$ cat src/rtl/uart_frame_ctrl_pkg.sv
// Shared types and constants for the UART command-frame controller.
// Checksum support is selected with the UART_FRAME_CSUM_EN macro.
package uart_frame_pkg;

  localparam int ADDR_W  = 24;
  localparam int ENTRY_W = ADDR_W + 8;

  localparam logic [7:0] CMD_WR = 8'h01;
  localparam logic [7:0] CMD_RD = 8'h02;

  typedef logic [2:0] state_t;

  localparam state_t S_IDLE   = 3'd0;
  localparam state_t S_CMD    = 3'd1;
  localparam state_t S_ADDR   = 3'd2;
  localparam state_t S_LEN    = 3'd3;
  localparam state_t S_DATA   = 3'd4;
  localparam state_t S_CSUM   = 3'd5;
  localparam state_t S_RD_REQ = 3'd6;
  localparam state_t S_DRAIN  = 3'd7;

  localparam logic [2:0] ERR_OK   = 3'd0;
  localparam logic [2:0] ERR_CMD  = 3'd1;
  localparam logic [2:0] ERR_LEN  = 3'd2;
  localparam logic [2:0] ERR_TMO  = 3'd3;
  localparam logic [2:0] ERR_CSUM = 3'd4;
  localparam logic [2:0] ERR_OVF  = 3'd5;

endpackage

$ cat src/rtl/uart_frame_ctrl_if.sv
// Byte-receiver, write-FIFO and read-request signals of uart_frame_ctrl.
// master = the controller, slave = its environment.
interface uart_frame_ctrl_if;
  import uart_frame_pkg::*;

  logic [7:0]        rx_data;
  logic              rx_vld;
  logic              wr_vld;
  logic              wr_rdy;
  logic [ADDR_W-1:0] wr_addr;
  logic [7:0]        wr_data;
  logic              rd_req;
  logic              rd_ack;
  logic [ADDR_W-1:0] rd_addr;
  logic [7:0]        rd_len;
  logic              busy;
  logic              frame_done;
  logic [2:0]        err_code;

  modport master (
    input  rx_data, rx_vld, wr_rdy, rd_ack,
    output wr_vld, wr_addr, wr_data, rd_req, rd_addr, rd_len,
           busy, frame_done, err_code
  );

  modport slave (
    output rx_data, rx_vld, wr_rdy, rd_ack,
    input  wr_vld, wr_addr, wr_data, rd_req, rd_addr, rd_len,
           busy, frame_done, err_code
  );

endinterface

$ cat src/rtl/uart_frame_ctrl_sync_fifo.sv
// First-word fall-through FIFO; a push into a full FIFO is accepted when a
// pop happens in the same cycle. Head data reads as zero while empty.
module sync_fifo #(
  parameter int WIDTH = 8,
  parameter int DEPTH = 4
) (
  input  logic             clk,
  input  logic             rst,
  input  logic             push_i,
  input  logic [WIDTH-1:0] din_i,
  input  logic             pop_i,
  output logic [WIDTH-1:0] dout_o,
  output logic             full_o,
  output logic             empty_o
);
  localparam int AW = $clog2(DEPTH);

  logic [WIDTH-1:0] mem_q [DEPTH];
  logic [AW:0]      wr_ptr_q, rd_ptr_q;
  logic             do_push, do_pop;

  assign empty_o = (wr_ptr_q == rd_ptr_q);
  assign full_o  = (wr_ptr_q[AW] != rd_ptr_q[AW]) &&
                   (wr_ptr_q[AW-1:0] == rd_ptr_q[AW-1:0]);
  assign do_pop  = pop_i && !empty_o;
  assign do_push = push_i && (!full_o || do_pop);
  assign dout_o  = empty_o ? '0 : mem_q[rd_ptr_q[AW-1:0]];

  always_ff @(posedge clk or posedge rst) begin
    if (rst) begin
      wr_ptr_q <= '0;
      rd_ptr_q <= '0;
    end else begin
      if (do_push) wr_ptr_q <= wr_ptr_q + 1'b1;
      if (do_pop)  rd_ptr_q <= rd_ptr_q + 1'b1;
    end
  end

  always_ff @(posedge clk) begin
    if (do_push) mem_q[wr_ptr_q[AW-1:0]] <= din_i;
  end

endmodule

$ cat src/rtl/uart_frame_ctrl.sv
// Parses HEADER/cmd/addr/len/payload frames into buffered writes or a read request.
// Define UART_FRAME_CSUM_EN to expect a trailing XOR checksum byte.
//
// state  | meaning
// IDLE   | waiting for HEADER
// CMD    | expecting command byte
// ADDR   | collecting 3 address bytes, MSB first
// LEN    | expecting length byte
// DATA   | pushing payload bytes (or discarding after overflow)
// CSUM   | expecting checksum byte
// RD_REQ | holding rd_req until rd_ack
// DRAIN  | waiting for the write FIFO to empty
module uart_frame_ctrl
  import uart_frame_pkg::*;
#(
  parameter logic [7:0] HEADER     = 8'hA5,
  parameter int         TIMEOUT    = 26040,
  parameter int         FIFO_DEPTH = 4
) (
  input logic               clk,
  input logic               rst,
  uart_frame_ctrl_if.master bus
);
  localparam int TMO_W = $clog2(TIMEOUT);
`ifdef UART_FRAME_CSUM_EN
  localparam logic [7:0] CSUM_EXTRA = 8'd1;
`else
  localparam logic [7:0] CSUM_EXTRA = 8'd0;
`endif

  state_t            state_q, state_d;
  logic              is_rd_q, is_rd_d;
  logic              discard_q, discard_d;
  logic              done_q, done_d;
  logic [1:0]        abyte_q, abyte_d;
  logic [2:0]        err_q, err_d;
  logic [7:0]        len_q, len_d;
  logic [7:0]        cnt_q, cnt_d;
  logic [ADDR_W-1:0] addr_q, addr_d;
  logic [TMO_W-1:0]  tmo_q, tmo_d;
`ifdef UART_FRAME_CSUM_EN
  logic [7:0]        csum_q, csum_d;
`endif

  logic              rx_vld, push, pop, full, empty, active;
  logic [7:0]        rx_data, ovf_rem;
  logic [ENTRY_W-1:0] fifo_dout;

  assign rx_vld  = bus.rx_vld;
  assign rx_data = bus.rx_data;
  assign pop     = !empty && bus.wr_rdy;
  assign active  = (state_q inside {S_CMD, S_ADDR, S_LEN, S_DATA, S_CSUM});
  assign ovf_rem = cnt_q - 8'd1 + CSUM_EXTRA;

  always_comb begin
    state_d   = state_q;
    is_rd_d   = is_rd_q;
    discard_d = discard_q;
    done_d    = 1'b0;
    abyte_d   = abyte_q;
    err_d     = err_q;
    len_d     = len_q;
    cnt_d     = cnt_q;
    addr_d    = addr_q;
    push      = 1'b0;
    tmo_d     = tmo_q;
    if (rx_vld || !active) tmo_d = TMO_W'(TIMEOUT - 1);
    else if (tmo_q != '0)  tmo_d = tmo_q - 1'b1;

    case (state_q)
      S_IDLE: if (rx_vld && rx_data == HEADER) begin
        state_d   = S_CMD;
        err_d     = ERR_OK;
        discard_d = 1'b0;
      end
      S_CMD: if (rx_vld) begin
        abyte_d = 2'd0;
        if (rx_data == CMD_WR || rx_data == CMD_RD) begin
          is_rd_d = (rx_data == CMD_RD);
          state_d = S_ADDR;
        end else begin
          err_d   = ERR_CMD;
          done_d  = 1'b1;
          state_d = S_IDLE;
        end
      end
      S_ADDR: if (rx_vld) begin
        addr_d  = {addr_q[ADDR_W-9:0], rx_data};
        abyte_d = abyte_q + 2'd1;
        if (abyte_q == 2'd2) state_d = S_LEN;
      end
      S_LEN: if (rx_vld) begin
        len_d = rx_data;
        cnt_d = rx_data;
        if (rx_data == 8'd0) begin
          err_d   = ERR_LEN;
          done_d  = 1'b1;
          state_d = S_IDLE;
        end else if (!is_rd_q) begin
          state_d = S_DATA;
        end else begin
`ifdef UART_FRAME_CSUM_EN
          state_d = S_CSUM;
`else
          state_d = S_RD_REQ;
`endif
        end
      end
      S_DATA: if (rx_vld) begin
        if (discard_q) begin
          cnt_d = cnt_q - 8'd1;
          if (cnt_q == 8'd1) state_d = S_DRAIN;
        end else if (full && !pop) begin
          // Remaining payload (and checksum) is consumed by count so it cannot start a new frame.
          err_d     = ERR_OVF;
          discard_d = 1'b1;
          cnt_d     = ovf_rem;
          if (ovf_rem == 8'd0) state_d = S_DRAIN;
        end else begin
          push   = 1'b1;
          addr_d = addr_q + 1'b1;
          cnt_d  = cnt_q - 8'd1;
          if (cnt_q == 8'd1) begin
`ifdef UART_FRAME_CSUM_EN
            state_d = S_CSUM;
`else
            state_d = S_DRAIN;
`endif
          end
        end
      end
`ifdef UART_FRAME_CSUM_EN
      S_CSUM: if (rx_vld) begin
        if (rx_data != csum_q) err_d = ERR_CSUM;
        if (!is_rd_q)                state_d = S_DRAIN;
        else if (rx_data == csum_q)  state_d = S_RD_REQ;
        else begin
          done_d  = 1'b1;
          state_d = S_IDLE;
        end
      end
`endif
      S_RD_REQ: if (bus.rd_ack) begin
        done_d  = 1'b1;
        state_d = S_IDLE;
      end
      S_DRAIN: if (empty) begin
        done_d  = 1'b1;
        state_d = S_IDLE;
      end
      default: ;
    endcase

    if (active && !rx_vld && tmo_q == '0) begin
      err_d   = ERR_TMO;
      state_d = S_DRAIN;
    end

`ifdef UART_FRAME_CSUM_EN
    csum_d = csum_q;
    if (state_q == S_IDLE) csum_d = '0;
    else if ((rx_vld && state_q inside {S_CMD, S_ADDR, S_LEN}) || push)
      csum_d = csum_q ^ rx_data;
`endif
  end

  always_ff @(posedge clk or posedge rst) begin
    if (rst) begin
      state_q   <= S_IDLE;
      is_rd_q   <= 1'b0;
      discard_q <= 1'b0;
      done_q    <= 1'b0;
      abyte_q   <= '0;
      err_q     <= ERR_OK;
      len_q     <= '0;
      cnt_q     <= '0;
      addr_q    <= '0;
      tmo_q     <= TMO_W'(TIMEOUT - 1);
`ifdef UART_FRAME_CSUM_EN
      csum_q    <= '0;
`endif
    end else begin
      state_q   <= state_d;
      is_rd_q   <= is_rd_d;
      discard_q <= discard_d;
      done_q    <= done_d;
      abyte_q   <= abyte_d;
      err_q     <= err_d;
      len_q     <= len_d;
      cnt_q     <= cnt_d;
      addr_q    <= addr_d;
      tmo_q     <= tmo_d;
`ifdef UART_FRAME_CSUM_EN
      csum_q    <= csum_d;
`endif
    end
  end

  sync_fifo #(.WIDTH(ENTRY_W), .DEPTH(FIFO_DEPTH)) u_fifo (
    .clk     (clk),
    .rst     (rst),
    .push_i  (push),
    .din_i   ({addr_q, rx_data}),
    .pop_i   (pop),
    .dout_o  (fifo_dout),
    .full_o  (full),
    .empty_o (empty)
  );

  assign bus.wr_vld     = !empty;
  assign bus.wr_addr    = fifo_dout[ENTRY_W-1:8];
  assign bus.wr_data    = fifo_dout[7:0];
  assign bus.rd_req     = (state_q == S_RD_REQ);
  assign bus.rd_addr    = addr_q;
  assign bus.rd_len     = len_q;
  assign bus.busy       = (state_q != S_IDLE);
  assign bus.frame_done = done_q;
  assign bus.err_code   = err_q;

endmodule
$ cat src/flat_wrapper.sv
// flat-port wrapper written by rule: the top's interface ports become plain ports
module uart_frame_ctrl_flat import uart_frame_pkg::*;
#(
  parameter logic [7:0] HEADER     = 8'hA5,
  parameter int         TIMEOUT    = 26040,
  parameter int         FIFO_DEPTH = 4
)
  (clk, rst, bus_rx_data, bus_rx_vld, bus_wr_rdy, bus_rd_ack, bus_wr_vld, bus_wr_addr, bus_wr_data, bus_rd_req, bus_rd_addr, bus_rd_len, bus_busy, bus_frame_done, bus_err_code);
  uart_frame_ctrl_if bus_i ();
  input logic clk;
  input logic rst;
  input wire logic [$bits(bus_i.rx_data)-1:0] bus_rx_data;
  input wire logic [$bits(bus_i.rx_vld)-1:0] bus_rx_vld;
  input wire logic [$bits(bus_i.wr_rdy)-1:0] bus_wr_rdy;
  input wire logic [$bits(bus_i.rd_ack)-1:0] bus_rd_ack;
  output wire logic [$bits(bus_i.wr_vld)-1:0] bus_wr_vld;
  output wire logic [$bits(bus_i.wr_addr)-1:0] bus_wr_addr;
  output wire logic [$bits(bus_i.wr_data)-1:0] bus_wr_data;
  output wire logic [$bits(bus_i.rd_req)-1:0] bus_rd_req;
  output wire logic [$bits(bus_i.rd_addr)-1:0] bus_rd_addr;
  output wire logic [$bits(bus_i.rd_len)-1:0] bus_rd_len;
  output wire logic [$bits(bus_i.busy)-1:0] bus_busy;
  output wire logic [$bits(bus_i.frame_done)-1:0] bus_frame_done;
  output wire logic [$bits(bus_i.err_code)-1:0] bus_err_code;
  assign bus_i.rx_data = bus_rx_data;
  assign bus_i.rx_vld = bus_rx_vld;
  assign bus_i.wr_rdy = bus_wr_rdy;
  assign bus_i.rd_ack = bus_rd_ack;
  assign bus_wr_vld = bus_i.wr_vld;
  assign bus_wr_addr = bus_i.wr_addr;
  assign bus_wr_data = bus_i.wr_data;
  assign bus_rd_req = bus_i.rd_req;
  assign bus_rd_addr = bus_i.rd_addr;
  assign bus_rd_len = bus_i.rd_len;
  assign bus_busy = bus_i.busy;
  assign bus_frame_done = bus_i.frame_done;
  assign bus_err_code = bus_i.err_code;
  uart_frame_ctrl #(.HEADER(HEADER), .TIMEOUT(TIMEOUT), .FIFO_DEPTH(FIFO_DEPTH)) u_core (.clk(clk), .rst(rst), .bus(bus_i));
endmodule
$ cat config.mk
export PLATFORM = sky130hd
export DESIGN_NAME = uart_frame_ctrl_flat
export DESIGN_NICKNAME = d
export VERILOG_FILES = /design/src/rtl/uart_frame_ctrl_pkg.sv /design/src/rtl/uart_frame_ctrl_if.sv /design/src/rtl/uart_frame_ctrl_sync_fifo.sv /design/src/rtl/uart_frame_ctrl.sv /design/src/flat_wrapper.sv
export SDC_FILE = /design/constraint.sdc
export NUM_CORES = 1
export LEC_CHECK = 0
export ABC_CLOCK_PERIOD_IN_PS = 2800
export CAP_MARGIN = 40
export CORE_MARGIN = 10
export CORE_UTILIZATION = 52
export DETAILED_ROUTE_END_ITERATION = 7
export PLACE_DENSITY = 0.75
export SYNTH_ARGS = -nofsm -noshare
export SYNTH_HDL_FRONTEND = slang
export SYNTH_SLANG_ARGS = --single-unit
$ cat constraint.sdc
create_clock -name clk -period 2.8 [get_ports clk]
set_clock_uncertainty 0.15 [all_clocks]
set_input_delay 0.28 -clock clk [delete_from_list [all_inputs] [get_ports clk]]
set_output_delay 0.28 -clock clk [all_outputs]
set_load 0.05 [all_outputs]
* Yosys cells after proc, flatten, opt, wreduce, memory -nomap -nowiden
Memories as Yosys holds them, arrays and structs flattened.
Index checks and enable logic that the tools add are counted.
** Cells by class
- Equal/unequal tests :: 35
- Add/sub/neg operators :: 6
- Muxes and demuxes :: 59
- Reductions and logical operators :: 38
** Operators with widths (count)
- $mux W24 :: 4
- $mux W3 :: 23
- $pmux W24 S2 :: 1
- $mux W32 :: 1
- $mux W15 :: 2
- $ne A3 B3 Y1 const B :: 9
- $add A24 B1 Y24 const B :: 1
- $pmux W3 S7 :: 1
- $eq A8 B1 Y1 const B :: 2
- $logic_not A8 Y1 :: 2
- $mux W1 :: 16
- $mux W8 :: 2
- $pmux W8 S2 :: 1
- $logic_not A15 Y1 :: 1
- $reduce_bool A15 Y1 :: 1
- $sub A15 B1 Y15 const B :: 1
- $eq A3 B3 Y1 const B :: 4
- $ne A2 B2 Y1 const B :: 6
- $pmux W3 S4 :: 1
- $reduce_and A3 Y1 :: 4
- $reduce_and A10 Y1 :: 1
- $reduce_bool A2 Y1 :: 5
- $reduce_bool A5 Y1 :: 2
- $reduce_and A9 Y1 :: 1
- 27 further kinds :: 46
** Word-level totals
- Bits in writable memories :: 128
- Register bits after elaboration :: 72
- Memories kept :: 1
- Output and inout port bits :: 71
** Memory list
- u_core.u_fifo.mem_q :: depth 4, bits a word 32, rd ports 1, clocked after memory_dff 0, wr ports 1, line uart_frame_ctrl_sync_fifo.sv:18 : logic [WIDTH-1:0] mem_q [DEPTH];

* Logic depth before layout (Yosys ltp)
- Word-level depth :: 12
- Gate-level depth with buffers :: 10
- Mapped depth without buffers :: 8

* By module
Synthesis repeated with hierarchy kept, for this count alone.
** Unflattened totals
- Cell total of the unflattened synthesis :: 694
- Area total of the unflattened synthesis :: 9236.4 µm²
** By module, submodules not included
- sync_fifo :: instances 1, area an instance 5295.1 µm², cells an instance 239
- uart_frame_ctrl :: instances 1, area an instance 3941.3 µm², cells an instance 455

* Least setup slack after synthesis
No wires, ideal clock.
- Path kind :: register to register
- Start point :: reg u_core.u_fifo.rd_ptr_q[0]
- End point :: mem u_core.u_fifo.mem_q[3][0] (netlist bit) (enable)
- Period minus slack after synthesis :: 2948 ps
- Path slack :: -148 ps
- Path buffers :: 2
- Data required time :: 2256 ps
- Cell stages (with the launch flop) :: 7
- Library setup time :: 394 ps
- Data arrival time :: 2404 ps
- Cells stage by stage :: dfrtp_1 clkbuf_1 xnor2_1 and4b_1 clkbuf_1 nor3_1 and2_1
** On the way
- Longest elaborated chain between the ends :: 12
- Elaborated cells on any way between the ends :: 17
** RTL lines
- from (decl) :: line uart_frame_ctrl_sync_fifo.sv:19 : logic [AW:0] wr_ptr_q, rd_ptr_q;
- from (signal assigned) :: line uart_frame_ctrl_sync_fifo.sv:35 : if (do_pop) rd_ptr_q <= rd_ptr_q + 1'b1;
- $eq A3 B3 Y1 :: line uart_frame_ctrl_sync_fifo.sv:22 : assign empty_o = (wr_ptr_q == rd_ptr_q);
- $logic_not A1 Y1 :: line uart_frame_ctrl_sync_fifo.sv:25, uart_frame_ctrl.sv:51
- $logic_and A1 B1 Y1 :: line uart_frame_ctrl.sv:51 : assign pop = !empty && bus.wr_rdy;
- $logic_not A1 Y1 :: line uart_frame_ctrl.sv:113 : end else if (full && !pop) begin
- $logic_and A1 B1 Y1 :: line uart_frame_ctrl.sv:113
- $mux W1 :: line uart_frame_ctrl.sv:113
- $mux W1 :: line uart_frame_ctrl.sv:110 : if (discard_q) begin
- $mux W1 :: line uart_frame_ctrl.sv:109 : S_DATA: if (rx_vld) begin
- $mux W1 :: line uart_frame_ctrl.sv:70 : case (state_q)
- $logic_and A1 B1 Y1 (*) :: line uart_frame_ctrl_sync_fifo.sv:26 : assign do_push = push_i && (!full_o || do_pop);
- $mux W1 (*) :: line uart_frame_ctrl_sync_fifo.sv:40 : if (do_push) mem_q[wr_ptr_q[AW-1:0]] <= din_i;
- $mux W1 (implied by the code) (*) :: line uart_frame_ctrl_sync_fifo.sv:40
- to (decl) :: line uart_frame_ctrl_sync_fifo.sv:18
Mark *: on every way between the ends. The rest lies on a longest branch, timed or not.

* Final worst setup path
- Start point :: reg u_core.tmo_q[3]
- End point :: reg u_core.state_q[0]
** On the way
- Longest elaborated chain between the ends :: 4
- Elaborated cells on any way between the ends :: 14
** RTL lines
- from (decl) :: line uart_frame_ctrl.sv:40 : logic [TMO_W-1:0] tmo_q, tmo_d;
- from (signal assigned) :: line uart_frame_ctrl.sv:178 : tmo_q <= TMO_W'(TIMEOUT - 1);
- from (signal assigned) :: line uart_frame_ctrl.sv:192 : tmo_q <= tmo_d;
- $logic_not A15 Y1 (*) :: line uart_frame_ctrl.sv:154 : if (active && !rx_vld && tmo_q == '0) begin
- $logic_and A1 B1 Y1 (*) :: line uart_frame_ctrl.sv:154
- $ne A5 B4 Y1 (no source line) (tied with other cells)
- $reduce_and A10 Y1 (no source line)
- to (signal assigned) :: line uart_frame_ctrl.sv:183 : state_q <= state_d;
- to (decl) :: line uart_frame_ctrl.sv:31 : state_t state_q, state_d;
Marks and branches as above.
A chain may end at the register's enable or synchronous reset.

==> metrics.cfg <==
[sta]
layout_setup_ws_ns = 0.112
finalSetupViolations = 0
post-route-period-util_pct = 96.0
period_needed_ns = 2.69
slew_headroom_pct = 57.4
worst_pin_slew_ns = 0.632
slew_violations = 0
fin_setup_tns_ns = 0
hold_viol = 0
rsz0062_at_grt = no
fmax_mhz = 372

[synthesis]
muxShareOfSynthArea_pct = 9.41
synthArstFlopShare_pct = 36.0
syn-cell-area_um2 = 9070
synth_ff_type = edfxtp_1
synthSimpleGateAreaFrac_pct = 12.4
synth-adder-area-share_pct = 1.66
synth_compound_area_share_pct = 9.86
synth_top_area_share_pct = 42.4
synth.distinct_cells = 63
synth_edf_count = 128
syn-instance-count = 680
synth_xor_area_share_pct = 2.12
synth_area_leaders = edfxtp_1 42%, dfrtp_1 17%, mux4_2 7.9%, dfstp_2 2.9%, and2_1 2.8%
synth.avg_cell_area_um2 = 13.3
synth_nets = 705
ys_ff_latch = 200
synth_top_area_cell = edfxtp_1
synth_warnings = 0
synth_top_family_by_area = simple AND/OR/NAND/NOR gates
yosysSeqAreaShare_pct = 62.4

[route]
wl_per_cell_um = 20.7
drt-total-wl_um = 21300
ant_nets = 0
via_per_inst = 6.06
drt_first_pass_iters = 6
drc_errors = 0
drt_iter0_markers = 620
via_count = 6239

[global_route]
gr-total-overflow = 0
grt_usage_pct = 18.1
antenna_found_initial = 0
grt_start_max_net_pins = 73
grt_pass1_wl_um = 34200
grt_pass1_vias = 6442

[clock_tree]
clock_latency_ns = 0.43
clk_pin_slew_worst_paths_ns = 0.07
clockBufferDepth = 2
htree_levels = 4
cts-root-buf = clkbuf_16
cts_tree = built
cts_sinks = 200
postCtsSetupBuffers = 0
numCtsBuffers = 17

[critical_path]
worstPathRequired_ns = 2.97
startpoint_type = flip-flop
worstPathArrival_ns = 2.86
cp-end-kind = flip-flop
r2r_end = u_core.state_q[0]$_DFFE_PP0P_
r2r_cells = 7
path_class = reg -> reg
path_max_fanout = 12
r2r-start = u_core.tmo_q[3]$_DFFE_PP0N_
regToRegSetupSlack_ns = 0.11

[floorplanning]
start_util_pct = 52.8
die_h_um = 152
dieArea_um2 = 23100
fp.dieW_um = 152
core_um2 = 17200
rows = 48
ios = 84

[placed_design]
post-dp-hpwl_um = 13700
place_ws_ns = -0.105
globalplace.congestion = 0.889
placedCellCount = 998
io_buffers = 83

[final_layout]
final_layout_size_suffix_gt1_share_pct = 21.4
num_antenna_cells = 0
final_util_pct = 63.8
nFillCells = 1281
layout.nets = 817
stdcell_count = 1030
area_growth_pct = 20.8

[job]
cap_violations = 0

[status]
status = completed

[worst_hold_path]
hold_path.class = in -> async

==> sequential cells by signal, summed over array words and instances (netlist names) <==
signal                  cells
u_core.abyte_q              2
u_core.bus.err_code         3
u_core.bus.frame_done       1
u_core.bus.rd_addr         24
u_core.bus.rd_len           8
u_core.cnt_q                8
u_core.discard_q            1
u_core.is_rd_q              1
u_core.state_q              3
u_core.tmo_q               15
u_core.u_fifo.mem_q       128
u_core.u_fifo.rd_ptr_q      3
u_core.u_fifo.wr_ptr_q      3
==> placed cells by master, fill, tap and decap left out, types with 6 or more instances in the layout <==
cell type and instances:
mux4_2 32, nor2_1 43, nand2_1 44, a31oi_1 8, o21ai_0 34, dfrtp_1 61
nor3_1 17, nor4_1 10, dfstp_2 10, buf_12 6, buf_4 73, inv_1 13
xnor2_1 18, nand3_1 18, ha_1 12, o22a_1 9, o22ai_1 6, edfxtp_1 128
a21oi_1 37, clkdlybuf4s50_1 50, and2_1 36, clkbuf_16 17, mux2_2 10
==> through the flow <==
step	area [um^2]	hold slack, ns
2_1_floorplan	9080	0.229
3_3_place_gp	10400	0.324
3_5_place_dp	10400	0.323
4_1_cts	11000	0.127
5_1_grt	11000	0.136
6_report	11000	0.101
==> layout make-up <==
type                       count  area [um^2]  area share [%]
timing repair buffer         129         1170            10.7
inverter                      15         56.3           0.514
multi-input combinational    429         3230            29.5
sequential                   200         5660            51.7
tap                          225          282            2.57
clock inverter                13          128            1.16
clock buffer                  19          433            3.95
==> critical path, cell delays in order (launching register included) <==
cell	delay (ns)
dfrtp_1	0.42
or4_4	0.55
or4b_4	0.60
nor2_8	0.10
buf_4	0.18
o32a_1	0.24
a32oi_1	0.12
o22a_1	0.21
==> synthesized netlist by cell type (3+ instances only) <==
cell type and count:
edfxtp_1 128, dfrtp_1 62, nand2_1 44, nor2_1 44
and2_1 40, a21oi_1 37, o21ai_0 34, mux4_2 32
clkbuf_1 30, nand3_1 18, xnor2_1 18, nor3_1 17
inv_1 14, ha_1 12, dfstp_2 10, mux2_2 10
nor4_1 10, o22a_1 9, a31oi_1 8, o22ai_1 6
a2bb2oi_1 5, nand3b_1 5, nand4_1 5, nor3b_1 5
o31ai_1 5, and3_1 4, buf_1 4, nand2b_1 4
o32a_1 4, or3_1 4, xor2_1 4, a41oi_1 3
o21a_1 3, o32ai_1 3
==> how the worst max path moves through the flow <==
stage,startpoint,to,slack (ns),depth (start not counted)
global route,u_core.tmo_q[3]$_DFFE_PP0N_,u_core.tmo_q[11]$_DFFE_PP0N_,0.02,7
detailed placement,bus_rx_data[6],u_core.bus.err_code[0]$_DFFE_PP0P_,-0.10,7
CTS,u_core.tmo_q[3]$_DFFE_PP0N_,u_core.tmo_q[11]$_DFFE_PP0N_,0.03,7
finish,u_core.tmo_q[3]$_DFFE_PP0N_,u_core.state_q[0]$_DFFE_PP0P_,0.11,7
global placement,bus_rx_data[6],u_core.bus.err_code[0]$_DFFE_PP0P_,-0.1,7
floorplan,u_core.state_q[1]$_DFFE_PP0P_,u_core.bus.err_code[0]$_DFFE_PP0P_,0.08,8
==> cell families after synthesis <==
group	Yosys count
AO/OA/AOI/OAI	138
XOR/XNOR	22
adder cells (fa/ha/maj)	12
buffers and inverters	51
flip-flops	200
multiplexers	44
AND/OR/NAND/NOR	213
==> metal layers <==
layer,global-route usage [%],wire [um],vias up
met5,0,0,-
li1,-,-,2809
met1,21.8,8480,3115
met3,4.43,1410,35
met2,31.0,11000,280
met4,6.46,407,0
==> what timing repair did <==
item | in CTS | in global routing
endpoints found under the setup margin | 0 | 3
resized for setup | 0 | 1
hold buffers | 0 | 0
Power is left out: the tool's default activity adds up to more than one toggle a clock period on the data nets, which glitch-free logic cannot reach.
